==> src/rtl/cram_loader_pkg.sv <==
// Shared types and default sizes for the CRAM configuration loader.
package cram_loader_pkg;

  localparam int DEF_WORD_WIDTH = 32;
  localparam int DEF_LEN_WIDTH  = 20;

  typedef enum logic [1:0] {
    IDLE  = 2'd0,
    LOAD  = 2'd1,
    SHIFT = 2'd2,
    DONE  = 2'd3
  } state_t;

endpackage

==> src/rtl/cram_readback_sipo.sv <==
// Collects bits leaving the CRAM chain tail into readback words, LSB first.
// A partial word is flushed zero-padded when the load completes.
module cram_readback_sipo
  import cram_loader_pkg::*;
#(
  parameter int WORD_WIDTH = DEF_WORD_WIDTH
) (
  input  logic                  clk,
  input  logic                  nrst,
  input  logic                  cap_en,
  input  logic                  cap_bit,
  input  logic                  flush,
  input  logic                  clr,
  output logic [WORD_WIDTH-1:0] rd_data,
  output logic                  rd_valid
);

  localparam int CNT_W = (WORD_WIDTH > 1) ? $clog2(WORD_WIDTH) : 1;

  logic [CNT_W-1:0]      cap_cnt_q;
  logic [WORD_WIDTH-1:0] rxsr_q;
  logic [WORD_WIDTH-1:0] cap_word;
  logic                  word_full;

  // Word as it looks once this cycle's tail bit is written at the fill position.
  always_comb begin
    cap_word            = rxsr_q;
    cap_word[cap_cnt_q] = cap_bit;
    word_full           = (cap_cnt_q == CNT_W'(WORD_WIDTH - 1));
  end

  // Capture, emit a full or flushed word, or drop the partial word on clear.
  always_ff @(posedge clk or negedge nrst) begin
    if (!nrst) begin
      cap_cnt_q <= '0;
      rxsr_q    <= '0;
      rd_data   <= '0;
      rd_valid  <= 1'b0;
    end else begin
      rd_valid <= 1'b0;
      if (clr) begin
        cap_cnt_q <= '0;
        rxsr_q    <= '0;
      end else if (cap_en) begin
        if (word_full || flush) begin
          rd_data   <= cap_word;
          rd_valid  <= 1'b1;
          cap_cnt_q <= '0;
          rxsr_q    <= '0;
        end else begin
          rxsr_q    <= cap_word;
          cap_cnt_q <= cap_cnt_q + CNT_W'(1);
        end
      end
    end
  end

endmodule

==> src/rtl/cram_loader.sv <==
// Serialises host configuration words LSB first onto the CRAM chain head and
// returns the bits leaving the chain tail as readback words.
module cram_loader
  import cram_loader_pkg::*;
#(
  parameter int WORD_WIDTH = DEF_WORD_WIDTH,
  parameter int LEN_WIDTH  = DEF_LEN_WIDTH
) (
  input  logic                  clk,
  input  logic                  nrst,
  input  logic                  start,
  input  logic                  abort,
  input  logic [LEN_WIDTH-1:0]  chain_len,
  input  logic [WORD_WIDTH-1:0] wr_data,
  input  logic                  wr_valid,
  output logic                  wr_ready,
  output logic                  cfg_bit_out,
  output logic                  config_en,
  input  logic                  cfg_tail_in,
  output logic [WORD_WIDTH-1:0] rd_data,
  output logic                  rd_valid,
  output logic                  busy,
  output logic                  done,
  output logic                  err
);

  localparam int WCNT_W = (WORD_WIDTH > 1) ? $clog2(WORD_WIDTH) : 1;

  state_t                state_q, state_d;
  logic [LEN_WIDTH-1:0]  n_q;
  logic [LEN_WIDTH-1:0]  bit_cnt_q;
  logic [WCNT_W-1:0]     word_cnt_q;
  logic [WORD_WIDTH-1:0] txsr_q;

  logic last_bit, last_in_word;
  logic load_tx, shift_tx, latch_n, flush;
  logic cfg_bit_d, done_d, err_d;

  // Next state and next output values; abort overrides everything.
  always_comb begin
    state_d      = state_q;
    load_tx      = 1'b0;
    shift_tx     = 1'b0;
    latch_n      = 1'b0;
    flush        = 1'b0;
    cfg_bit_d    = 1'b0;
    done_d       = 1'b0;
    err_d        = 1'b0;
    last_bit     = (bit_cnt_q == n_q - LEN_WIDTH'(1));
    last_in_word = (word_cnt_q == WCNT_W'(WORD_WIDTH - 1));
    case (state_q)
      IDLE: begin
        if (start) begin
          if (chain_len == '0) begin
            err_d = 1'b1;
          end else begin
            latch_n = 1'b1;
            state_d = LOAD;
          end
        end
      end
      LOAD: begin
        if (wr_valid && wr_ready) begin
          load_tx   = 1'b1;
          cfg_bit_d = wr_data[0];
          state_d   = SHIFT;
        end
      end
      SHIFT: begin
        if (last_bit) begin
          state_d = DONE;
          done_d  = 1'b1;
          flush   = 1'b1;
        end else if (last_in_word) begin
          state_d = LOAD;
        end else begin
          shift_tx  = 1'b1;
          cfg_bit_d = txsr_q[0];
        end
      end
      DONE: state_d = IDLE;
      default: state_d = IDLE;
    endcase
    if (abort) begin
      state_d   = IDLE;
      load_tx   = 1'b0;
      shift_tx  = 1'b0;
      latch_n   = 1'b0;
      flush     = 1'b0;
      cfg_bit_d = 1'b0;
      done_d    = 1'b0;
      err_d     = 1'b0;
    end
  end

  // State register.
  always_ff @(posedge clk or negedge nrst) begin
    if (!nrst) state_q <= IDLE;
    else       state_q <= state_d;
  end

  // Registered outputs, derived from the state being entered.
  always_ff @(posedge clk or negedge nrst) begin
    if (!nrst) begin
      wr_ready    <= 1'b0;
      config_en   <= 1'b0;
      busy        <= 1'b0;
      cfg_bit_out <= 1'b0;
      done        <= 1'b0;
      err         <= 1'b0;
    end else begin
      wr_ready    <= (state_d == LOAD);
      config_en   <= (state_d == SHIFT);
      busy        <= (state_d != IDLE);
      cfg_bit_out <= cfg_bit_d;
      done        <= done_d;
      err         <= err_d;
    end
  end

  // Chain length latch and bit/word counters; each SHIFT cycle is one chain shift.
  always_ff @(posedge clk or negedge nrst) begin
    if (!nrst) begin
      n_q        <= '0;
      bit_cnt_q  <= '0;
      word_cnt_q <= '0;
    end else begin
      if (latch_n) begin
        n_q       <= chain_len;
        bit_cnt_q <= '0;
      end else if (state_q == SHIFT && !abort) begin
        bit_cnt_q <= bit_cnt_q + LEN_WIDTH'(1);
      end
      if (load_tx) begin
        word_cnt_q <= '0;
      end else if (state_q == SHIFT && !abort) begin
        word_cnt_q <= word_cnt_q + WCNT_W'(1);
      end
    end
  end

  // TX shift register holds the bits still to be presented; bit 0 goes out on the handshake.
  always_ff @(posedge clk) begin
    if (load_tx)       txsr_q <= {1'b0, wr_data[WORD_WIDTH-1:1]};
    else if (shift_tx) txsr_q <= {1'b0, txsr_q[WORD_WIDTH-1:1]};
  end

  cram_readback_sipo #(
    .WORD_WIDTH(WORD_WIDTH)
  ) u_readback (
    .clk      (clk),
    .nrst     (nrst),
    .cap_en   (config_en),
    .cap_bit  (cfg_tail_in),
    .flush    (flush),
    .clr      (abort),
    .rd_data  (rd_data),
    .rd_valid (rd_valid)
  );

endmodule

==> config.mk <==
export PLATFORM = sky130hd
export DESIGN_NAME = cram_loader
export DESIGN_NICKNAME = d
export VERILOG_FILES = /design/src/rtl/cram_loader_pkg.sv /design/src/rtl/cram_readback_sipo.sv /design/src/rtl/cram_loader.sv
export SDC_FILE = /design/constraint.sdc
export NUM_CORES = 1
export LEC_CHECK = 0
export ABC_AREA = 0
export CORE_MARGIN = 2
export CORE_UTILIZATION = 45
export CTS_BUF_LIST = sky130_fd_sc_hd__clkbuf_4 sky130_fd_sc_hd__clkbuf_8
export DETAILED_ROUTE_END_ITERATION = 12
export GPL_TIMING_DRIVEN = 0
export HOLD_SLACK_MARGIN = 0.03
export PLACE_DENSITY = 0.79
export SYNTH_ARGS = -nofsm -noshare
export SYNTH_HDL_FRONTEND = slang
export SYNTH_SLANG_ARGS = --single-unit
==> constraint.sdc <==
create_clock -name clk -period 4.6 [get_ports clk]
set_input_delay 0.46 -clock clk [delete_from_list [all_inputs] [get_ports clk]]
set_output_delay 0.46 -clock clk [all_outputs]
set_load 0.01 [all_outputs]
# After elaboration in Yosys (flattened, before gate mapping)
# Index checks and enable logic that the tools add are counted.
word_totals:
  elab_cells: 91
  inputBits: 58
  register_bits: 154
classes:
  n_mux: 48
  n_eq_ne: 8
  bitwise: 1
  n_reduce_logical: 13
  n_lt_le_gt_ge: 2
  add_sub_neg: 4
op_table:
  columns: ["operator", "count"]
  rows:
  - ["32-bit two-way mux", 3]
  - ["31-bit two-way mux", 2]
  - ["20-bit two-way mux", 2]
  - ["32-bit bitwise mux", 1]
  - ["1-bit two-way mux", 26]
  - ["5-bit two-way mux", 5]
  - ["20-bit by 1-bit adder with 20-bit output, second input constant", 1]
  - ["20-bit == test", 1]
  - ["20-bit zero test", 1]
  - ["20-bit by 1-bit subtractor with 20-bit output, second input constant", 1]
  - ["2-bit two-way mux", 6]
  - ["5-bit by 1-bit adder with 5-bit output, second input constant", 2]
  - ["5-bit == test, second input constant", 2]
  - ["2-bit nonzero test", 5]
  - ["2-bit one-hot mux with 4 select lines", 1]
  - ["2-bit == test, second input constant", 3]
  - ["5-bit by 6-bit less-than comparator with 1-bit output, second input constant", 1]
  - ["1-bit demux with 5-bit select", 1]
  - ["5-bit by 1-bit >= comparator with 1-bit output, second input constant", 1]
  - ["2-bit by 1-bit == test with 1-bit output, second input constant", 2]
  - ["1-bit logical AND", 3]
  - ["3-bit AND reduction", 1]
  - ["2-bit zero test", 1]
  - ["1-bit one-hot mux with 2 select lines", 1]
  - ["3 further kinds", 3]

# Logic depth before layout (Yosys ltp)
# Gate-level depths: netlist of the first run.
logic_depth:
  word_depth: 9
  depth_mapped: 12
  mapped_depth_nobuf: 10

# By module
# From an unflattened synthesis of the first run, not the netlist that was laid out.
hier_totals:
  hier_cells: 735
  hier_area_um2: 8117.8
by_module_without_submodules:
  columns: ["mod", "seq_area_each_um2", "instances", "area_each_um2", "cells_per_inst"]
  rows:
  - ["cram_loader", 2257.2, 1, 4443.0, 431]
  - ["cram_readback_sipo", 1751.7, 1, 3674.8, 304]

# Worst setup path before layout of the first run
# OpenSTA, ideal clock, no wires.
synth_timing:
  path_type: "reg2reg"
  from: "register n_q[3]"
  to: "register txsr_q[0] (enable)"
  arrival_ns: 4.486
  path_slack_ns: -0.354
  path_buffers: 1
  path_stages_with_launch: 9
  setup_time_ns: 0.468
  cell_sequence: "dfrtp_1 -> buf_6 -> nor4_4 -> and4_1 -> a21oi_1 -> or3b_1 -> a32o_2 -> and3_2 -> o32ai_1"
synth_between:
  elab_chain_cells: 6
synth_lines:
  columns: ["element", "line", "source"]
  rows:
  - ["start, declared", "cram_loader.sv:30", "logic [LEN_WIDTH-1:0] n_q;"]
  - ["start signal, assigned", "cram_loader.sv:129", "n_q <= chain_len;"]
  - ["20-bit by 1-bit subtractor with 20-bit output", "cram_loader.sv:49", "last_bit = (bit_cnt_q == n_q - LEN_WIDTH'(1));"]
  - ["20-bit == test", "cram_loader.sv:49", null]
  - ["1-bit two-way mux", "cram_loader.sv:70", "if (last_bit) begin"]
  - ["1-bit two-way mux", "cram_loader.sv:51", "case (state_q)"]
  - ["1-bit two-way mux", "cram_loader.sv:84", "if (abort) begin"]
  - ["2-bit nonzero test (no source line)", null, null]
  - ["end signal, assigned", "cram_loader.sv:144", "if (load_tx) txsr_q <= {1'b0, wr_data[WORD_WIDTH-1:1]};"]
  - ["end signal, assigned", "cram_loader.sv:145", "else if (shift_tx) txsr_q <= {1'b0, txsr_q[WORD_WIDTH-1:1]};"]
  - ["end, declared", "cram_loader.sv:33", "logic [WORD_WIDTH-1:0] txsr_q;"]
# No other way between the ends.
# A chain may end at the register's enable or synchronous reset.

# Final worst setup path of the first run
layout_timing:
  from: "register n_q[2]"
  to: "register txsr_q[13] (enable)"
# The elaborated chain is that of the path after synthesis.

==> results of run 1 <==
==> flip-flops by register name, summed over array words and instances (netlist names) <==
signal,cells
cfg_bit_out,1
u_readback.rxsr_q,32
u_readback.cap_cnt_q,5
txsr_q,31
u_readback.rd_data,32
u_readback.rd_valid,1
wr_ready,1
bit_cnt_q,20
state_q,2
done,1
config_en,1
busy,1
n_q,20
word_cnt_q,5
err,1
==> where the power goes <==
group          total, mW  switching (mW)  internal [mW]
clock network       1.09           0.589          0.503
logic               1.04           0.580          0.458
registers           1.76           0.188           1.58
==> synth_stat cells (all sizes together) (13+ instances only) <==
cell and count:
nand2b 14, inv 13, nor2 86, mux2 91
a221o 16, a21oi 26, xnor2 22, ha 13
xor2 18, dfrtp 123, nand2 57, nor4 14
a21o 30, o21ai 16, nor3 13, clkbuf 28
edfxtp 31, nand3 46, nand4 13, buf 13
==> cell type report <==
| class | count | area [sq um] |
|---|---|---|
| Buffer | 42 | 248 |
| Clock buffer | 17 | 234 |
| Clock inverter | 15 | 178 |
| Fill cell | 1567 | 7980 |
| Inverter | 13 | 48.8 |
| Multi-Input combinational cell | 566 | 4030 |
| Sequential cell | 154 | 4010 |
| Tap cell | 229 | 287 |
| Timing Repair Buffer | 98 | 1020 |
==> metrics by stage <==
stage               power (mW)  cell area (sq um)  instances  utilization
floorplan                 2.47               8320        775            -
global placement          2.77               9560       1099        0.530
detailed placement        2.82               9620       1101        0.534
CTS                       3.92              10000       1134        0.557
global route              4.12              10000       1134        0.557
finish                    3.89              10000       1134        0.557
==> logic make-up after synthesis <==
group           after synthesis
buf+inv                      55
xor+xnor                     40
compound gates              118
simple gates                304
fa+ha+maj                    13
mux                          91
flops                       154
==> worst paths after layout <==
path                                                      end
max in group asynchronous   u_readback.rd_data[6]$_DFFE_PN0P_
min in group clk           u_readback.rd_data[27]$_DFFE_PN0P_
min                                     cfg_bit_out$_DFF_PN0_
max reg2reg                              txsr_q[13]$_DFFE_PP_
max                                      txsr_q[13]$_DFFE_PP_
min reg2reg                u_readback.rd_data[27]$_DFFE_PN0P_
==> worst max-delay path, delay by kind of cell, from the launching register on <==
kind | cells | cell delay [ns]
buffers and inverters | 1 | 0.24
flip-flops | 1 | 0.50
AO/OA/AOI/OAI | 3 | 1.01
AND/OR/NAND/NOR | 4 | 1.62
==> metal layers <==
layer | vias to the layer above | part of all wire | global-route usage
li1 | 3044 | - | -
met2 | 151 | 0.47 | 0.324
met4 | 0 | 0.016 | 0.0584
met1 | 3142 | 0.45 | 0.271
met3 | 24 | 0.062 | 0.0591
met5 | - | 0 | 0
==> repair_timing <==
item | in CTS | in global routing
endpoints found under the hold margin | 24 | 0
hold buffers | 1 | 0
buffers inserted | 0 | 0
==> results.yml, run 1 <==
clock_network:
  numCtsBuffers: 17
  path_clk_slew_ns: 0.10
  cts.htree.levels: 4
  cts_tree: "built"
  clockBufferDepth: 2
  cts_resized: 0
  cts-root-buf: "clkbuf_8"
  clkSinkCount: 154
  clock_latency_ns: 0.46
power:
  power_density_nw_per_um2: 388
  ir_drop_mv: 0.230
  p_leak_nw: 4.45
cells_and_area:
  area_growth_syn_to_layout_pct: 20.9
  drive_gt1_frac: 0.146
  nets: 963
  mostFrequentLayoutCell: "dfrtp_1"
  final_cell_mix: "dfrtp_1 (123), clkdlybuf4s50_1 (94), nor2_1 (85)"
  antenna-diode-count: 0
logic_synthesis:
  synth_seq_cells: 154
  synth_top_family_by_area: "simple AND/OR/NAND/NOR gates"
  yosysTopAreaCell: "dfrtp_1"
  netlist_area_sq_um: 8310
  netlist_top_cells_area: "dfrtp_1 (37%), edfxtp_1 (11%), mux2_2 (8.4%)"
  synth_edf_count: 31
  synth_fa_ha_area_frac: 0.0196
  synth_simple_gate_area_frac: 0.191
  syn_area_per_cell_sq_um: 10.7
  synthFlopType: "dfrtp_1"
  seq_area_frac_synth: 0.482
  yosys-mux-area-fraction: 0.123
  yosys_warnings: 0
  synth_compound_area_frac: 0.106
  synth_nets: 846
  synth_top_area_frac: 0.370
  async_flop_share: 0.799
  synth_cell_types: 68
  syn_inst: 775
  synthXorXnorAreaFrac: 0.0421
placement:
  post-place-ws_ns: 1.01
  port-buffer-count: 95
  dp_hpwl_microns: 13700
  gp_congestion: 0.947
route:
  drt-total-wl_microns: 19200
  ant_nets: 0
  viasPerCell: 5.61
  wl_per_cell_microns: 16.9
  num_vias: 6361
  first_iter_violations: 569
  drc: 0
  dr.pass1.iters: 5
setup_path:
  crit_arrival_ns: 3.84
  cp_max_fo: 21
  max_stage_delay_ns: 0.69
  critPathSlowestCell: "nor3_1"
  crit_path_start: "n_q[2]$_DFFE_PN0P_"
  path_cells: "nor3_1 -> and4_1 -> a21oi_1 -> or3b_1 -> a32o_2 -> and3_2 -> o32ai_4 -> buf_16"
  crit_path_start_kind: "flop"
  r2r-start: "n_q[2]$_DFFE_PN0P_"
  cp-end-kind: "flop"
  r2r_cells: 8
  critPathKind: "reg -> reg"
  cp_data_required_time_ns: 4.77
  r2r_slack_ns: 0.94
grt:
  grt_pass1_vias: 6330
  grtUsageTotal: 0.203
  antenna_found_initial: 0
  grt_max_degree: 100
  gr-total-overflow: 0
  grt_pass1_wl_microns: 32100
timing:
  clock.fmax_mhz: 273
  tightest_slew_ns: 1.16
  tns_ns: 0
  period_needed_ns: 3.66
  fin_ws_ns: 0.936
  fin_skew_ns: 0.0193
  hold_viol_final: 0
  fin_crit_sh: 0.796
  whs_ns: 0.409
  setup_viol_count_final: 0
  slew_viol_final: 0
  rsz0062_at_grt: "false"
  slew_headroom: 0.226
floorplan:
  rows: 49
  core_sq_um: 18000
  fp.dieW_microns: 140
  die_h_microns: 140
  dieArea_sq_um: 19600
  start_util: 0.461
  ios: 97
worst_hold_path:
  hold_class: "in -> async"
outcome:
  status: "complete, no violations"
run:
  drv_cap: 0
Note: power is estimated with default switching activity, not from simulation.
==> run 2, diff against run 1 <==
==> constraint.sdc (replaced) <==
create_clock -name clk -period 3.2 [get_ports clk]
set_input_delay 0.32 -clock clk [delete_from_list [all_inputs] [get_ports clk]]
set_output_delay 0.32 -clock clk [all_outputs]
set_load 0.01 [all_outputs]
==> run 2 against run 1 <==
  * Maximum frequency increased by 18%
  * Wire length up 4.4%
  * Final cell count increased by 1.4%
  * Sequential power up 44%
  * Sequential cell count is the same
  * Critical endpoint is now u_readback.rd_data[22]$_DFFE_PN0P_
  * Worst hold slack got worse by 0.12 ns
  * Total power grew 50%
  * Highest routed layer unchanged
  * Largest power group unchanged
  * Global-route usage is 0.45 points higher
==> results.yml, run 2 (same netlist as run 1, synthesis figures left out) <==
setup_path:
  crit_arrival_ns: 3.44
  cpMostUsedCell: "nor4_4"
  path_cells: "buf_6 -> nor4_4 -> buf_4 -> nand2_1 -> o41ai_4 -> nand4_1 -> nor4_4 -> a41oi_2 -> nor2_4 -> buf_12 -> buf_8 -> mux2_1"
  cp_data_required_time_ns: 3.54
  crit_path_start_kind: "flop"
  cp_max_fo: 10
  critPathSlowestCell: "o41ai_4"
  max_stage_delay_ns: 0.39
  cp-end-kind: "flop"
  critPathKind: "reg -> reg"
  r2r_slack_ns: 0.1
floorplan:
  ios: 97
  die_h_microns: 140
  fp.dieW_microns: 140
  start_util: 0.461
  core_sq_um: 18000
  dieArea_sq_um: 19600
  rows: 49
route:
  drc: 0
  ant_nets: 0
  drt-total-wl_microns: 20000
  dr.pass1.iters: 5
  num_vias: 6469
  wl_per_cell_microns: 17.4
  first_iter_violations: 571
  viasPerCell: 5.63
clock_network:
  cts_tree: "built"
  numCtsBuffers: 17
  clkSinkCount: 154
  clock_latency_ns: 0.46
  cts.htree.levels: 4
  path_clk_slew_ns: 0.09
  clockBufferDepth: 2
  cts-root-buf: "clkbuf_8"
timing:
  period_needed_ns: 3.10
  hold_viol_final: 0
  tns_ns: 0
  whs_ns: 0.291
  fin_ws_ns: 0.0995
  slew_headroom: 0.551
  fin_skew_ns: 0.0155
  tightest_slew_ns: 0.671
  slew_viol_final: 0
  setup_viol_count_final: 0
  rsz0062_at_grt: "true"
  fin_crit_sh: 0.969
  clock.fmax_mhz: 323
cells_and_area:
  stdcell_area_sq_um: 10300
  nets: 979
  area_growth_syn_to_layout_pct: 23.9
  drive_gt1_frac: 0.173
  antenna-diode-count: 0
  fillCellCount: 1557
  fin_cells: 1150
  fin_util: 0.571
  reg.largest.list: "u_readback.rd_data: 32 flops, u_readback.rxsr_q: 32 flops, txsr_q: 31 flops"
  final_cell_mix: "dfrtp_1 (122), clkdlybuf4s50_1 (94), nor2_1 (85)"
  mostFrequentLayoutCell: "dfrtp_1"
placement:
  port-buffer-count: 95
  gp_congestion: 0.913
  dp_hpwl_microns: 13800
  place_area_sq_um: 9600
  post-place-ws_ns: -0.736
  placed_cells_incl_taps: 1100
worst_hold_path:
  hold_class: "in -> async"
grt:
  use_met2: 0.327
  use_met3: 0.0537
  grt_max_degree: 97
  gr-max-usage-layer: "met2"
  grt_pass1_vias: 6450
  globalRouteMet1Util: 0.278
  gr-total-overflow: 0
  antenna_found_initial: 0
  grtUsageTotal: 0.207
  grt_pass1_wl_microns: 32800
power:
  power_mw: 5.82
  power_density_nw_per_um2: 565
  p_leak_nw: 4.58
  ir_drop_mv: 0.405
run:
  drv_cap: 0
outcome:
  status: "complete, no violations"
==> run 2: final cells by class <==
type | count | area [sq um] | share of cell area
clock inverters | 15 | 186 | 0.0181
multi-input cells | 567 | 4140 | 0.402
repair buffers | 113 | 1130 | 0.110
plain buffers | 42 | 263 | 0.0255
clock buffers | 17 | 234 | 0.0227
flip-flops and latches | 154 | 4010 | 0.389
well taps | 229 | 287 | 0.0278
inverters | 13 | 48.8 | 0.00474
==> run 2: path summary, 6_finish.rpt <==
kind / cells past startpoint / start / end
worst max-delay path: 12 / n_q[3]$_DFFE_PN0P_ / u_readback.rd_data[22]$_DFFE_PN0P_
worst min-delay path: 2 / nrst / word_cnt_q[1]$_DFFE_PN0P_
worst max register to register: 12 / n_q[3]$_DFFE_PN0P_ / u_readback.rd_data[22]$_DFFE_PN0P_
worst min register to register: 1 / u_readback.rd_data[30]$_DFFE_PN0P_ / u_readback.rd_data[30]$_DFFE_PN0P_
max in group asynchronous: 3 / nrst / u_readback.rxsr_q[11]$_DFFE_PN0P_
min in group clk: 3 / chain_len[1] / n_q[1]$_DFFE_PN0P_
==> run 2: report_power, final <==
part	switching (mW)	internal (mW)
registers	0.277	2.27
logic	0.921	0.766
clock network	0.806	0.787
total	2.00	3.82
==> run 2: repair_timing <==
action / in CTS / in global routing
hold buffers: 1 / 0
endpoints found under the hold margin: 27 / 0
resized for setup: 7 / 13
pin swaps: 5 / 7
endpoints found under the setup margin: 97 / 56
setup buffers: 10 / 6
cloned: 1 / 0
==> run 2: worst max-delay path, delay by kind of cell, from the launching register on <==
family / cells / cell delay (ns)
and+or+nand+nor: 5 / 1.06
AOI/OAI and AO/OA: 2 / 0.60
buffers and inverters: 4 / 0.58
DFF: 1 / 0.38
muxes: 1 / 0.33
==> run 2: routing by layer <==
metal / share of wire / up-vias
li1: - / 3070
met1: 0.45 / 3183
met2: 0.47 / 186
met3: 0.063 / 30
met4: 0.015 / 0
met5: 0 / -
==> run 3, diff against run 2 <==
--- a/config.mk
+++ b/config.mk
@@ -9,6 +9,7 @@
 export CORE_MARGIN = 2
 export CORE_UTILIZATION = 45
 export CTS_BUF_LIST = sky130_fd_sc_hd__clkbuf_4 sky130_fd_sc_hd__clkbuf_8
+export CTS_CLUSTER_SIZE = 20
 export DETAILED_ROUTE_END_ITERATION = 12
 export GPL_TIMING_DRIVEN = 0
 export HOLD_SLACK_MARGIN = 0.03
==> results of run 3 <==
Final layout, timing and power as in run 2 (identical DEF).
